===== src/rtl/nibble_add_pkg.sv =====
// nibble_add_pkg: shared constants, state encoding and width check for the nibble adder sequencer
package nibble_add_pkg;
  localparam int NIBBLE_W = 4;
  typedef enum logic [1:0] {S_IDLE = 2'd0, S_RUN = 2'd1, S_DONE = 2'd2} state_t;
  function automatic bit width_ok(input int w);
    return (w % NIBBLE_W == 0) && (w >= NIBBLE_W);
  endfunction
endpackage


===== src/rtl/nibble_add_seq_fa4b.sv =====
// fa4b: 4-bit adder with carry in and carry out
module fa4b (
  input  logic [3:0] a,
  input  logic [3:0] b,
  input  logic       cin,
  output logic [3:0] s,
  output logic       cout
);
  assign {cout, s} = 5'(a) + 5'(b) + 5'(cin);
endmodule


===== src/rtl/nibble_add_seq.sv =====
// nibble_add_seq: WIDTH-bit add performed one nibble per clock through a single fa4b,
// with the inter-nibble carry held in a register.
module nibble_add_seq
  import nibble_add_pkg::*;
#(
  parameter int WIDTH = 16
) (
  input  logic             clk,
  input  logic             rst_n,
  input  logic             in_valid,
  output logic             in_ready,
  input  logic [WIDTH-1:0] a,
  input  logic [WIDTH-1:0] b,
  input  logic             cin,
  output logic             out_valid,
  input  logic             out_ready,
  output logic [WIDTH-1:0] sum,
  output logic             cout,
  output logic             ovf,
  output logic             busy
);
  localparam int NIB = WIDTH / NIBBLE_W;
  localparam int IW = NIB > 1 ? $clog2(NIB) : 1;
  if (!width_ok(WIDTH)) begin : g_bad_width
    $error("nibble_add_seq: WIDTH must be a positive multiple of 4");
  end
  state_t state, state_nx;
  logic [IW-1:0] idx;
  logic [NIB-1:0][NIBBLE_W-1:0] a_lat, b_lat, sum_r;
  logic carry, ovf_r, c, last;
  logic [NIBBLE_W-1:0] s;
  assign last = idx == IW'(NIB - 1);
  fa4b u_fa (.a(a_lat[idx]), .b(b_lat[idx]), .cin(carry), .s(s), .cout(c));
  always_ff @(posedge clk or negedge rst_n)
    if (!rst_n) state <= S_IDLE;
    else state <= state_nx;
  always_comb begin
    state_nx = state;
    if (state == S_IDLE && in_valid) state_nx = S_RUN;
    else if (state == S_RUN && last) state_nx = S_DONE;
    else if (state == S_DONE && out_ready) state_nx = S_IDLE;
  end
  always_ff @(posedge clk or negedge rst_n)
    if (!rst_n) begin
      idx   <= '0;
      carry <= 1'b0;
      a_lat <= '0;
      b_lat <= '0;
      sum_r <= '0;
      ovf_r <= 1'b0;
    end else if (state == S_IDLE && in_valid) begin
      a_lat <= a;
      b_lat <= b;
      carry <= cin;
      idx   <= '0;
    end else if (state == S_RUN) begin
      sum_r[idx] <= s;
      carry      <= c;
      idx        <= idx + 1'b1;
      // final nibble's adder MSB is the result MSB
      if (last) ovf_r <= (a_lat[NIB-1][3] == b_lat[NIB-1][3]) && (s[3] != a_lat[NIB-1][3]);
    end
  assign in_ready  = rst_n && state == S_IDLE;
  assign out_valid = state == S_DONE;
  assign busy      = state != S_IDLE;
  assign sum       = sum_r;
  assign cout      = carry;
  assign ovf       = ovf_r;
endmodule


===== config.mk =====
export PLATFORM = sky130hd
export DESIGN_NAME = nibble_add_seq
export DESIGN_NICKNAME = d
export VERILOG_FILES = /design/src/rtl/nibble_add_pkg.sv /design/src/rtl/nibble_add_seq_fa4b.sv /design/src/rtl/nibble_add_seq.sv
export SDC_FILE = /design/constraint.sdc
export NUM_CORES = 1
export LEC_CHECK = 0
export BUFFER_PORTS_ARGS = -buffer_cell sky130_fd_sc_hd__buf_2
export CAP_MARGIN = 20
export CORE_MARGIN = 2
export CORE_UTILIZATION = 30
export DETAILED_ROUTE_END_ITERATION = 10
export GPL_TIMING_DRIVEN = 0
export PLACE_DENSITY = 0.46
export SLEW_MARGIN = 20
export SYNTH_ARGS = -nofsm -noshare
export SYNTH_HDL_FRONTEND = slang
export SYNTH_SLANG_ARGS = --single-unit

===== constraint.sdc =====
create_clock -name clk -period 5.1 [get_ports clk]
set_clock_uncertainty 0.15 [all_clocks]
set_input_delay 1.02 -clock clk [delete_from_list [all_inputs] [get_ports clk]]
set_output_delay 1.02 -clock clk [all_outputs]
set_load 0.05 [all_outputs]

==> Word level (Yosys, flattened, before mapping) <==
Index checks and enable logic that the tools add are counted.
{ "classes": {"add_sub_neg": 3, "magnitude_cmp": 2, "n_eq_ne": 5, "n_mux": 14, "n_bitwise": 1, "n_reduce_logical": 12} }
{ "op_table": {"columns": ["cell", "n"], "rows": [
  ["binary-select mux 4 bit (select 2 bit)", 2],
  ["bitwise mux 16 bit", 1],
  ["2-to-1 mux 4 bit", 3],
  ["2-to-1 mux 2 bit", 5],
  ["demux 4 bit (select 2 bit)", 1],
  ["logical AND 1 bit", 6],
  ["adder 4 x 4 -> 5 bit", 1],
  ["adder 5 x 1 -> 5 bit", 1],
  ["== test 2 bit, second input constant", 2],
  ["nonzero test 2 bit", 2],
  ["< comparator 2 x 3 -> 1 bit, second input constant", 1],
  ["AND reduction 3 bit", 1],
  ["nonzero test 3 bit", 1],
  ["adder 2 x 1 -> 2 bit, second input constant", 1],
  ["== test 2 x 1 -> 1 bit, second input constant", 1],
  ["greater-or-equal comparator 2 x 1 -> 1 bit, second input constant", 1],
  ["zero test 2 bit", 1],
  ["2-to-1 mux 1 bit", 2],
  ["AND reduction 2 bit", 1],
  ["== test 1 bit", 1],
  ["inequality test 1 bit", 1],
  ["NOT 1 bit", 1]
]} }
{ "word_totals": {"ff_bits": 54, "inputBits": 37, "output_inout_bits": 21, "word_cells": 53} }

==> Logic depth before layout (Yosys ltp) <==
Gate-level depths: netlist of run 1.
{ "logic_depth": {"ltp_word": 6, "depth_mapped": 9} }

==> By module <==
From an unflattened synthesis of run 1, not the netlist that was laid out.
{ "unflattened": {"hier_cells": 167, "hier_area_um2": 2631.3} }
{ "by_module_without_submodules": {"columns": ["module", "instances", "cells_per_inst", "area_each_um2", "seq_area_each_um2"], "rows": [
  ["nibble_add_seq", 1, 151, 2487.4, 1351.3],
  ["fa4b", 1, 16, 143.9, 0.0]
]} }

==> Worst setup path before layout of run 1 <==
OpenSTA, ideal clock, no wires.
{ "synth_path": {"kind": "input -> output", "from": "input port rst_n", "to": "output port in_ready", "arrival_time_ns": 1.427, "required_ns": 3.930, "slack_ns": 2.503, "cell_stages": 1, "path_cell_list": "and2_1"} }
{ "synth_between": {"elab_chain_cells": 1} }
{ "synth_rtl": {"columns": ["item", "line", "rtl"], "rows": [
  ["start: declaration", "nibble_add_seq.sv:9", "input logic rst_n,"],
  ["logical AND 1 bit", "nibble_add_seq.sv:63", "assign in_ready = rst_n && state == S_IDLE;"],
  ["end: declaration", "nibble_add_seq.sv:11", "output logic in_ready,"]
]} }
Every way passes these cells.

==> Worst setup path in the final report of run 1 <==
Same ends and word-level chain as after synthesis.

==> results of run 1 <==
[flip-flops by register name, summed over array words and instances (netlist names)]
| signal | cells |
|---|---|
| ovf | 1 |
| a_lat | 16 |
| sum | 16 |
| idx | 2 |
| b_lat | 16 |
| state | 2 |
| cout | 1 |
[synth_stat cells, drive strengths merged]
cell type / number
dfrtp: 54
mux2: 32
nand2: 25
o21ai: 21
inv: 10
mux4: 8
buf: 7
ha: 7
nor2: 4
a21o: 2
and2: 2
fa: 2
nor2b: 2
a211o: 1
a21oi: 1
a311oi: 1
and3: 1
clkbuf: 1
nand3: 1
nand3b: 1
nor3: 1
o2111ai: 1
o31ai: 1
or3: 1
xnor2: 1
xor2: 1
[final timing paths]
check	startpoint	endpoint	slack, ns
max	rst_n	in_ready	1.86
min	sum[15]	sum[15]	0.33
max reg2reg	idx[1]	sum[14]	2.18
min reg2reg	sum[15]	sum[15]	0.33
max in group asynchronous	rst_n	a_lat[6]	3.73
min in group asynchronous	rst_n	sum[2]	0.61
[cell usage in the layout (no fill, tap or decap), types with 2 or more instances in the layout]
master,n
sky130_fd_sc_hd__ha_1,7
sky130_fd_sc_hd__buf_2,59
sky130_fd_sc_hd__o21ai_0,21
sky130_fd_sc_hd__inv_1,10
sky130_fd_sc_hd__nor2b_1,2
sky130_fd_sc_hd__fa_1,2
sky130_fd_sc_hd__a21o_1,2
sky130_fd_sc_hd__clkbuf_8,8
sky130_fd_sc_hd__nand2_1,25
sky130_fd_sc_hd__buf_12,2
sky130_fd_sc_hd__nor2_1,3
sky130_fd_sc_hd__mux2_2,6
sky130_fd_sc_hd__mux4_2,8
sky130_fd_sc_hd__buf_6,2
sky130_fd_sc_hd__dfrtp_1,54
sky130_fd_sc_hd__mux2_4,26
[final cells by class]
cell class / instances / area (sq um) / area share [%]
Buffer: 8 / 81.3 / 2.61
Sequential cell: 54 / 1350 / 43.4
Timing Repair Buffer: 57 / 288 / 9.23
Inverter: 10 / 37.5 / 1.20
Tap cell: 105 / 131 / 4.22
Multi-Input combinational cell: 117 / 1120 / 35.8
Clock buffer: 8 / 110 / 3.53
[through the flow]
step                std cells  utilization, %  setup WS [ns]  instance area [sq um]
floorplan                 189               -           2.50                   2590
global placement          351            36.2           1.36                   3000
detailed placement        351            36.2           1.81                   3010
CTS                       359            37.6           1.81                   3120
global route              359            37.6           1.73                   3120
finish                    359            37.6           1.86                   3120
[report_power, final]
group          internal [uW]  switching [uW]
Combinational            568             773
Sequential               638             124
Clock                    137             140
Total                   1340            1040
[cells by family after synthesis]
logic type,Yosys count,share of synthesized area (%)
flip-flops,54,52.2
multiplexers,40,24.7
buffers and inverters,18,4.59
adder cells (fa/ha/maj),9,4.93
XOR/XNOR,2,0.677
AND/OR/NAND/NOR,38,6.53
AO/OA/AOI/OAI,28,6.38
[layer usage]
layer	global-route usage, %	vias to the layer above
li1	-	782
met1	17.6	785
met2	17.4	45
met3	3.32	4
met4	3.25	0
met5	0	-
[worst register-to-register path: stages, from the launching register on]
cell                       delay, ns
sky130_fd_sc_hd__dfrtp_1        0.38
sky130_fd_sc_hd__clkbuf_1       0.51
sky130_fd_sc_hd__mux4_2         0.32
sky130_fd_sc_hd__inv_1          0.05
sky130_fd_sc_hd__fa_1           0.42
sky130_fd_sc_hd__fa_1           0.42
sky130_fd_sc_hd__xor2_1         0.37
sky130_fd_sc_hd__o21ai_0        0.16
==> run_summary.xml, run 1 <==
<?xml version="1.0" encoding="UTF-8"?>
<metrics>
  <group name="sta">
    <metric name="hold_slack_final" unit="ns">0.328</metric>
    <metric name="timing.final.max_slew_violations" unit="">0</metric>
    <metric name="worst_tran_pin_value" unit="ns">0.706</metric>
    <metric name="finalSetupTns" unit="ns">0</metric>
    <metric name="layout_min_cycle_time" unit="ns">3.24</metric>
    <metric name="timing.final.hold_violations" unit="">0</metric>
    <metric name="period_utilization" unit="%">63.4</metric>
    <metric name="timing.slew.headroom" unit="%">52.9</metric>
    <metric name="rsz0062_at_grt" unit="">no</metric>
    <metric name="finalSetupViolations" unit="">0</metric>
    <metric name="achievable-frequency" unit="MHz">309</metric>
  </group>
  <group name="critical_path">
    <metric name="timing.critical_path.max_delay_family" unit="">buffers and inverters</metric>
    <metric name="timing.critical_path.cells" unit="">buf_4 &gt; and2_1 &gt; buf_2</metric>
    <metric name="cp-start-kind" unit="">input port</metric>
    <metric name="critical-path-slowest-cell" unit="">sky130_fd_sc_hd__buf_4</metric>
    <metric name="cpPeakStageDelay" unit="ns">0.55</metric>
    <metric name="path_class" unit="">input port to output port</metric>
    <metric name="path_depth" unit="">3</metric>
    <metric name="count_of_buffering_cells_on_the_critical_path_with_inverters_included" unit="">2</metric>
    <metric name="critical_path.max_fanout" unit="">55</metric>
    <metric name="setup.worst_path.end_class" unit="">output port</metric>
    <metric name="timing.critical_path.arrival" unit="ns">2.07</metric>
    <metric name="rr_worst_depth" unit="">7</metric>
    <metric name="cp.required" unit="ns">3.93</metric>
  </group>
  <group name="routing">
    <metric name="drt-pass1-iter-count" unit="">4</metric>
    <metric name="wl_met1" unit="um">2640</metric>
    <metric name="avgViaCountPerCell" unit="">4.50</metric>
    <metric name="final_antenna_net_count" unit="">0</metric>
    <metric name="top_signal_layer_used" unit="">met4</metric>
    <metric name="num_vias" unit="">1616</metric>
    <metric name="dr_wl_met3" unit="um">273</metric>
    <metric name="routed_wire_length_per_instance" unit="um">14.7</metric>
    <metric name="post-route-drc-count" unit="">0</metric>
    <metric name="routed-wl-met2" unit="um">2330</metric>
    <metric name="detailedRoute.firstIterationViolations" unit="">44</metric>
    <metric name="finalWirelength" unit="um">5290</metric>
  </group>
  <group name="outcome">
    <metric name="outcome" unit="">finished clean</metric>
  </group>
  <group name="pwr">
    <metric name="peakVddDrop" unit="V">0.000243</metric>
    <metric name="cellPowerDensity" unit="nW/um^2">764</metric>
    <metric name="leakagePower" unit="uW">0.00150</metric>
    <metric name="total_power" unit="uW">2380</metric>
  </group>
  <group name="place">
    <metric name="gp_congestion" unit="">0.690</metric>
    <metric name="dpl.hpwl" unit="um">3800</metric>
    <metric name="numPortBuffers" unit="">57</metric>
  </group>
  <group name="final_layout">
    <metric name="post_route_cells_drive_above_1_share" unit="%">45.3</metric>
    <metric name="antenna_cells" unit="">0</metric>
    <metric name="design.final.nets" unit="">299</metric>
    <metric name="layout.filler_cells" unit="">825</metric>
    <metric name="area_growth" unit="%">20.5</metric>
  </group>
  <group name="global_route">
    <metric name="groute.usage.overall" unit="%">12.0</metric>
    <metric name="grt_overflow" unit="">0</metric>
    <metric name="grt_pass1_vias" unit="">1716</metric>
    <metric name="grt_pass1_wl" unit="um">8890</metric>
    <metric name="number_of_antenna_violations_at_the_first_check_in_global_routing" unit="">0</metric>
    <metric name="grt_max_degree" unit="">56</metric>
  </group>
  <group name="clocking">
    <metric name="ctsHoldBuffers" unit="">0</metric>
    <metric name="cts_tree" unit="">yes</metric>
    <metric name="htree_levels" unit="">2</metric>
    <metric name="post_cts_resized" unit="">0</metric>
    <metric name="post-cts-setup-buffer-count" unit="">0</metric>
    <metric name="cts-root-to-sink-buffers" unit="">2</metric>
    <metric name="cts_inserted_buffers" unit="">5</metric>
    <metric name="ctsRootBufferMaster" unit="">sky130_fd_sc_hd__clkbuf_8</metric>
    <metric name="clkLatencyLatePin" unit="ns">0.30</metric>
    <metric name="worst_setup_hold_path_clk_slew" unit="ns">0.10</metric>
    <metric name="clock-sinks" unit="">54</metric>
  </group>
  <group name="floorplan">
    <metric name="core_region_area" unit="sq um">8300</metric>
    <metric name="boundaryPins" unit="">58</metric>
    <metric name="die_h" unit="um">96.9</metric>
    <metric name="placement_rows" unit="">33</metric>
    <metric name="horiz_die_dim" unit="um">96.9</metric>
    <metric name="die_area" unit="sq um">9380</metric>
    <metric name="initial_core_util" unit="%">31.2</metric>
  </group>
  <group name="hold_path">
    <metric name="timing.hold.worst.class" unit="">register to register</metric>
    <metric name="min_path_cells" unit="">2</metric>
  </group>
  <group name="synth">
    <metric name="synthDistinctLibCells" unit="">31</metric>
    <metric name="synthesis.area" unit="sq um">2590</metric>
    <metric name="synthesis.area_per_instance" unit="sq um">13.7</metric>
    <metric name="synth.top_cells.by_area" unit="">sky130_fd_sc_hd__dfrtp_1, sky130_fd_sc_hd__mux2_4, sky130_fd_sc_hd__mux4_2, sky130_fd_sc_hd__o21ai_0, sky130_fd_sc_hd__nand2_1</metric>
    <metric name="postSynthNetCount" unit="">235</metric>
    <metric name="synth_area_leader_cell" unit="">sky130_fd_sc_hd__dfrtp_1</metric>
    <metric name="yosys_register_bits" unit="">54</metric>
    <metric name="synth_top_cell_area_share" unit="%">52.2</metric>
    <metric name="yosys_warnings" unit="">0</metric>
    <metric name="post_synthesis_cell_count" unit="">189</metric>
    <metric name="synth-seq-area-share" unit="%">52.2</metric>
  </group>
  <group name="job">
    <metric name="drv_cap" unit="">0</metric>
  </group>
</metrics>
No activity file was read; power rests on OpenSTA's default activity.
==> inputs of run 2 (changes only) <==
--- a/config.mk
+++ b/config.mk
@@ -5,6 +5,7 @@
 export SDC_FILE = /design/constraint.sdc
 export NUM_CORES = 1
 export LEC_CHECK = 0
+export ABC_AREA = 1
 export BUFFER_PORTS_ARGS = -buffer_cell sky130_fd_sc_hd__buf_2
 export CAP_MARGIN = 20
 export CORE_MARGIN = 2
==> constraint.sdc (replaced) <==
create_clock -name clk -period 3.39 [get_ports clk]
set_clock_uncertainty 0.15 [all_clocks]
set_input_delay 0.678 -clock clk [delete_from_list [all_inputs] [get_ports clk]]
set_output_delay 0.678 -clock clk [all_outputs]
set_load 0.05 [all_outputs]
==> run_summary.xml, run 2 <==
<?xml version="1.0" encoding="UTF-8"?>
<metrics>
  <group name="outcome">
    <metric name="outcome" unit="">finished clean</metric>
  </group>
  <group name="clocking">
    <metric name="cts_tree" unit="">yes</metric>
    <metric name="ctsRootBufferMaster" unit="">sky130_fd_sc_hd__clkbuf_8</metric>
    <metric name="clkLatencyLatePin" unit="ns">0.31</metric>
    <metric name="cts-root-to-sink-buffers" unit="">2</metric>
    <metric name="worst_setup_hold_path_clk_slew" unit="ns">0.11</metric>
    <metric name="cts_inserted_buffers" unit="">5</metric>
    <metric name="post-cts-setup-buffer-count" unit="">0</metric>
    <metric name="post_cts_resized" unit="">0</metric>
    <metric name="htree_levels" unit="">2</metric>
    <metric name="ctsHoldBuffers" unit="">0</metric>
    <metric name="clock-sinks" unit="">54</metric>
  </group>
  <group name="floorplan">
    <metric name="die_h" unit="um">96.5</metric>
    <metric name="die_area" unit="sq um">9310</metric>
    <metric name="core_region_area" unit="sq um">8260</metric>
    <metric name="horiz_die_dim" unit="um">96.5</metric>
    <metric name="boundaryPins" unit="">58</metric>
    <metric name="initial_core_util" unit="%">31.1</metric>
    <metric name="placement_rows" unit="">33</metric>
  </group>
  <group name="critical_path">
    <metric name="regToRegSetupSlack" unit="ns">0.46</metric>
    <metric name="timing.critical_path.from" unit="">idx[1]</metric>
    <metric name="cp.required" unit="ns">3.50</metric>
    <metric name="timing.critical_path.arrival" unit="ns">3.04</metric>
    <metric name="path_class" unit="">register to register</metric>
    <metric name="setup.worst_path.end_class" unit="">register</metric>
    <metric name="worstReg2RegStart" unit="">idx[1]</metric>
    <metric name="cp-start-kind" unit="">register</metric>
    <metric name="rr_worst_depth" unit="">7</metric>
    <metric name="capturing_point_of_the_worst_reg2reg_path" unit="">sum[2]</metric>
    <metric name="critical_path.max_fanout" unit="">11</metric>
  </group>
  <group name="sta">
    <metric name="timing.slew.headroom" unit="%">53.5</metric>
    <metric name="period_utilization" unit="%">86.4</metric>
    <metric name="layout_min_cycle_time" unit="ns">2.93</metric>
    <metric name="timing.final.hold_violations" unit="">0</metric>
    <metric name="finalSetupTns" unit="ns">0</metric>
    <metric name="worst_tran_pin_value" unit="ns">0.697</metric>
    <metric name="rsz0062_at_grt" unit="">no</metric>
    <metric name="achievable-frequency" unit="MHz">342</metric>
    <metric name="finalSetupViolations" unit="">0</metric>
    <metric name="timing.final.max_slew_violations" unit="">0</metric>
  </group>
  <group name="routing">
    <metric name="drt-pass1-iter-count" unit="">4</metric>
    <metric name="finalWirelength" unit="um">5980</metric>
    <metric name="post-route-drc-count" unit="">0</metric>
    <metric name="routed_wire_length_per_instance" unit="um">12.8</metric>
    <metric name="detailedRoute.firstIterationViolations" unit="">77</metric>
    <metric name="avgViaCountPerCell" unit="">4.45</metric>
    <metric name="final_antenna_net_count" unit="">0</metric>
    <metric name="num_vias" unit="">2072</metric>
  </group>
  <group name="pwr">
    <metric name="peakVddDrop" unit="V">0.000156</metric>
    <metric name="cellPowerDensity" unit="nW/um^2">344</metric>
    <metric name="leakagePower" unit="uW">0.00175</metric>
  </group>
  <group name="final_layout">
    <metric name="most-common-layout-cells" unit="">sky130_fd_sc_hd__nand2_1, sky130_fd_sc_hd__buf_2, sky130_fd_sc_hd__dfrtp_1</metric>
    <metric name="instances_no_fill" unit="">466</metric>
    <metric name="area_growth" unit="%">20.0</metric>
    <metric name="antenna_cells" unit="">0</metric>
    <metric name="mostFrequentLayoutCell" unit="">sky130_fd_sc_hd__nand2_1</metric>
    <metric name="final_cell_area" unit="sq um">3080</metric>
    <metric name="design.final.nets" unit="">406</metric>
    <metric name="post_route_cells_drive_above_1_share" unit="%">24.9</metric>
    <metric name="layout.filler_cells" unit="">914</metric>
  </group>
  <group name="synth">
    <metric name="synth_xor_xnor_area_share" unit="%">0.341</metric>
    <metric name="synth_top_family_by_area" unit="">simple AND/OR/NAND/NOR gates</metric>
    <metric name="synth_area_leader_cell" unit="">sky130_fd_sc_hd__dfrtp_1</metric>
    <metric name="synth_top_cell_area_share" unit="%">52.6</metric>
    <metric name="synth-edff-count" unit="">0</metric>
    <metric name="yosys_warnings" unit="">0</metric>
    <metric name="post_synthesis_cell_count" unit="">296</metric>
    <metric name="yosys_register_bits" unit="">54</metric>
    <metric name="synth-seq-area-share" unit="%">52.6</metric>
    <metric name="synth.top_cells.by_area" unit="">sky130_fd_sc_hd__dfrtp_1, sky130_fd_sc_hd__nand2_1, sky130_fd_sc_hd__o21ai_0, sky130_fd_sc_hd__ha_1, sky130_fd_sc_hd__nand2_4</metric>
    <metric name="synthesis.area_per_instance" unit="sq um">8.67</metric>
    <metric name="postSynthNetCount" unit="">342</metric>
    <metric name="async_reset_ff_share" unit="%">100</metric>
    <metric name="post_synth_and_or_nand_nor_area_fraction" unit="%">26.0</metric>
    <metric name="postSynth.topFlopCell" unit="">sky130_fd_sc_hd__dfrtp_1</metric>
    <metric name="synthDistinctLibCells" unit="">27</metric>
    <metric name="muxShareOfSynthArea" unit="%">1.75</metric>
    <metric name="arithmetic_cell_share_of_the_synthesized_area_counting_full_adders_half_adders_and_majority_gates" unit="%">4.97</metric>
    <metric name="synth_commonest_cells" unit="">sky130_fd_sc_hd__nand2_1, sky130_fd_sc_hd__dfrtp_1, sky130_fd_sc_hd__o21ai_0</metric>
    <metric name="compound_gate_fraction_of_synth_area" unit="%">8.92</metric>
    <metric name="post-synth-top-count-cell" unit="">sky130_fd_sc_hd__nand2_1</metric>
    <metric name="synthesis.area" unit="sq um">2570</metric>
  </group>
  <group name="place">
    <metric name="dpl.hpwl" unit="um">4410</metric>
    <metric name="dp_cells" unit="">458</metric>
    <metric name="gp_congestion" unit="">0.797</metric>
    <metric name="numPortBuffers" unit="">57</metric>
    <metric name="placedInstanceArea" unit="sq um">2990</metric>
  </group>
  <group name="global_route">
    <metric name="grt_pass1_vias" unit="">2078</metric>
    <metric name="grt_max_degree" unit="">56</metric>
    <metric name="grt_overflow" unit="">0</metric>
    <metric name="number_of_antenna_violations_at_the_first_check_in_global_routing" unit="">0</metric>
    <metric name="groute.usage.overall" unit="%">14.4</metric>
    <metric name="grt_pass1_wl" unit="um">10100</metric>
  </group>
  <group name="hold_path">
    <metric name="timing.hold.worst.class" unit="">input port to async pin</metric>
  </group>
  <group name="job">
    <metric name="drv_cap" unit="">0</metric>
  </group>
</metrics>
[run 2: area by class of cell]
type / instances / area, sq um / share of cell area [%]
clock buffer: 5 / 68.8 / 2.23
inverter: 16 / 67.6 / 2.19
sequential: 54 / 1350 / 43.9
clock inverter: 3 / 25.0 / 0.812
tap: 105 / 131 / 4.26
timing repair buffer: 57 / 288 / 9.34
buffer: 10 / 71.3 / 2.32
multi-input combinational: 216 / 1080 / 35.0
[run 2: worst max-delay path: stages, from the launching register on]
cell and delay (ns):
sky130_fd_sc_hd__dfrtp_1 0.52, sky130_fd_sc_hd__inv_1 0.15, sky130_fd_sc_hd__buf_2 0.22, sky130_fd_sc_hd__a32o_1 0.30
sky130_fd_sc_hd__fa_1 0.42, sky130_fd_sc_hd__fa_1 0.41, sky130_fd_sc_hd__xnor2_1 0.46, sky130_fd_sc_hd__mux2_4 0.24
[run 2: worst max-delay path by stage]
stage,end,slack [ns],depth (start not counted)
finish,sum[2],0.46,7
global route,sum[10],0.26,8
CTS,sum[2],0.41,7
detailed placement,sum[2],0.44,7
global placement,in_ready,0.37,4
floorplan,sum[10],0.88,8
[run 2: stage by stage]
step	hold slack [ns]	util (%)	power, uW	setup WS [ns]
after global placement	0.310	36.1	691	0.371
after global routing	0.295	37.3	1110	0.264
after floorplan	0.232	-	657	0.880
final	0.248	37.3	1060	0.462
after detailed placement	0.313	36.2	691	0.440
after CTS	0.281	37.3	1080	0.408
[run 2: power breakdown]
| group | switching (uW) | internal [uW] | total, uW |
|---|---|---|---|
| sequential | 0 | 644 | 644 |
| combinational | 18.1 | 14.6 | 32.8 |
| clock | 234 | 150 | 384 |
| total | 252 | 808 | 1060 |
[run 2: kinds of logic (layout without fill, tap and decap cells)]
logic type      after synthesis  in the layout
compound gates               39             39
xor+xnor                      1              1
fa+ha+maj                     9              9
buf+inv                      26             91
flops                        54             54
mux                           3              3
simple gates                164            164
[run 2: routing by layer]
metal | routed length [um] | up-vias | share of wire [%] | GRT usage (%)
met5 | 0 | - | 0 | 0
met2 | 2780 | 45 | 46 | 23.4
met1 | 2850 | 957 | 48 | 19.3
met3 | 295 | 6 | 4.9 | 2.95
met4 | 50 | 0 | 0.84 | 4.34
li1 | - | 1064 | - | -
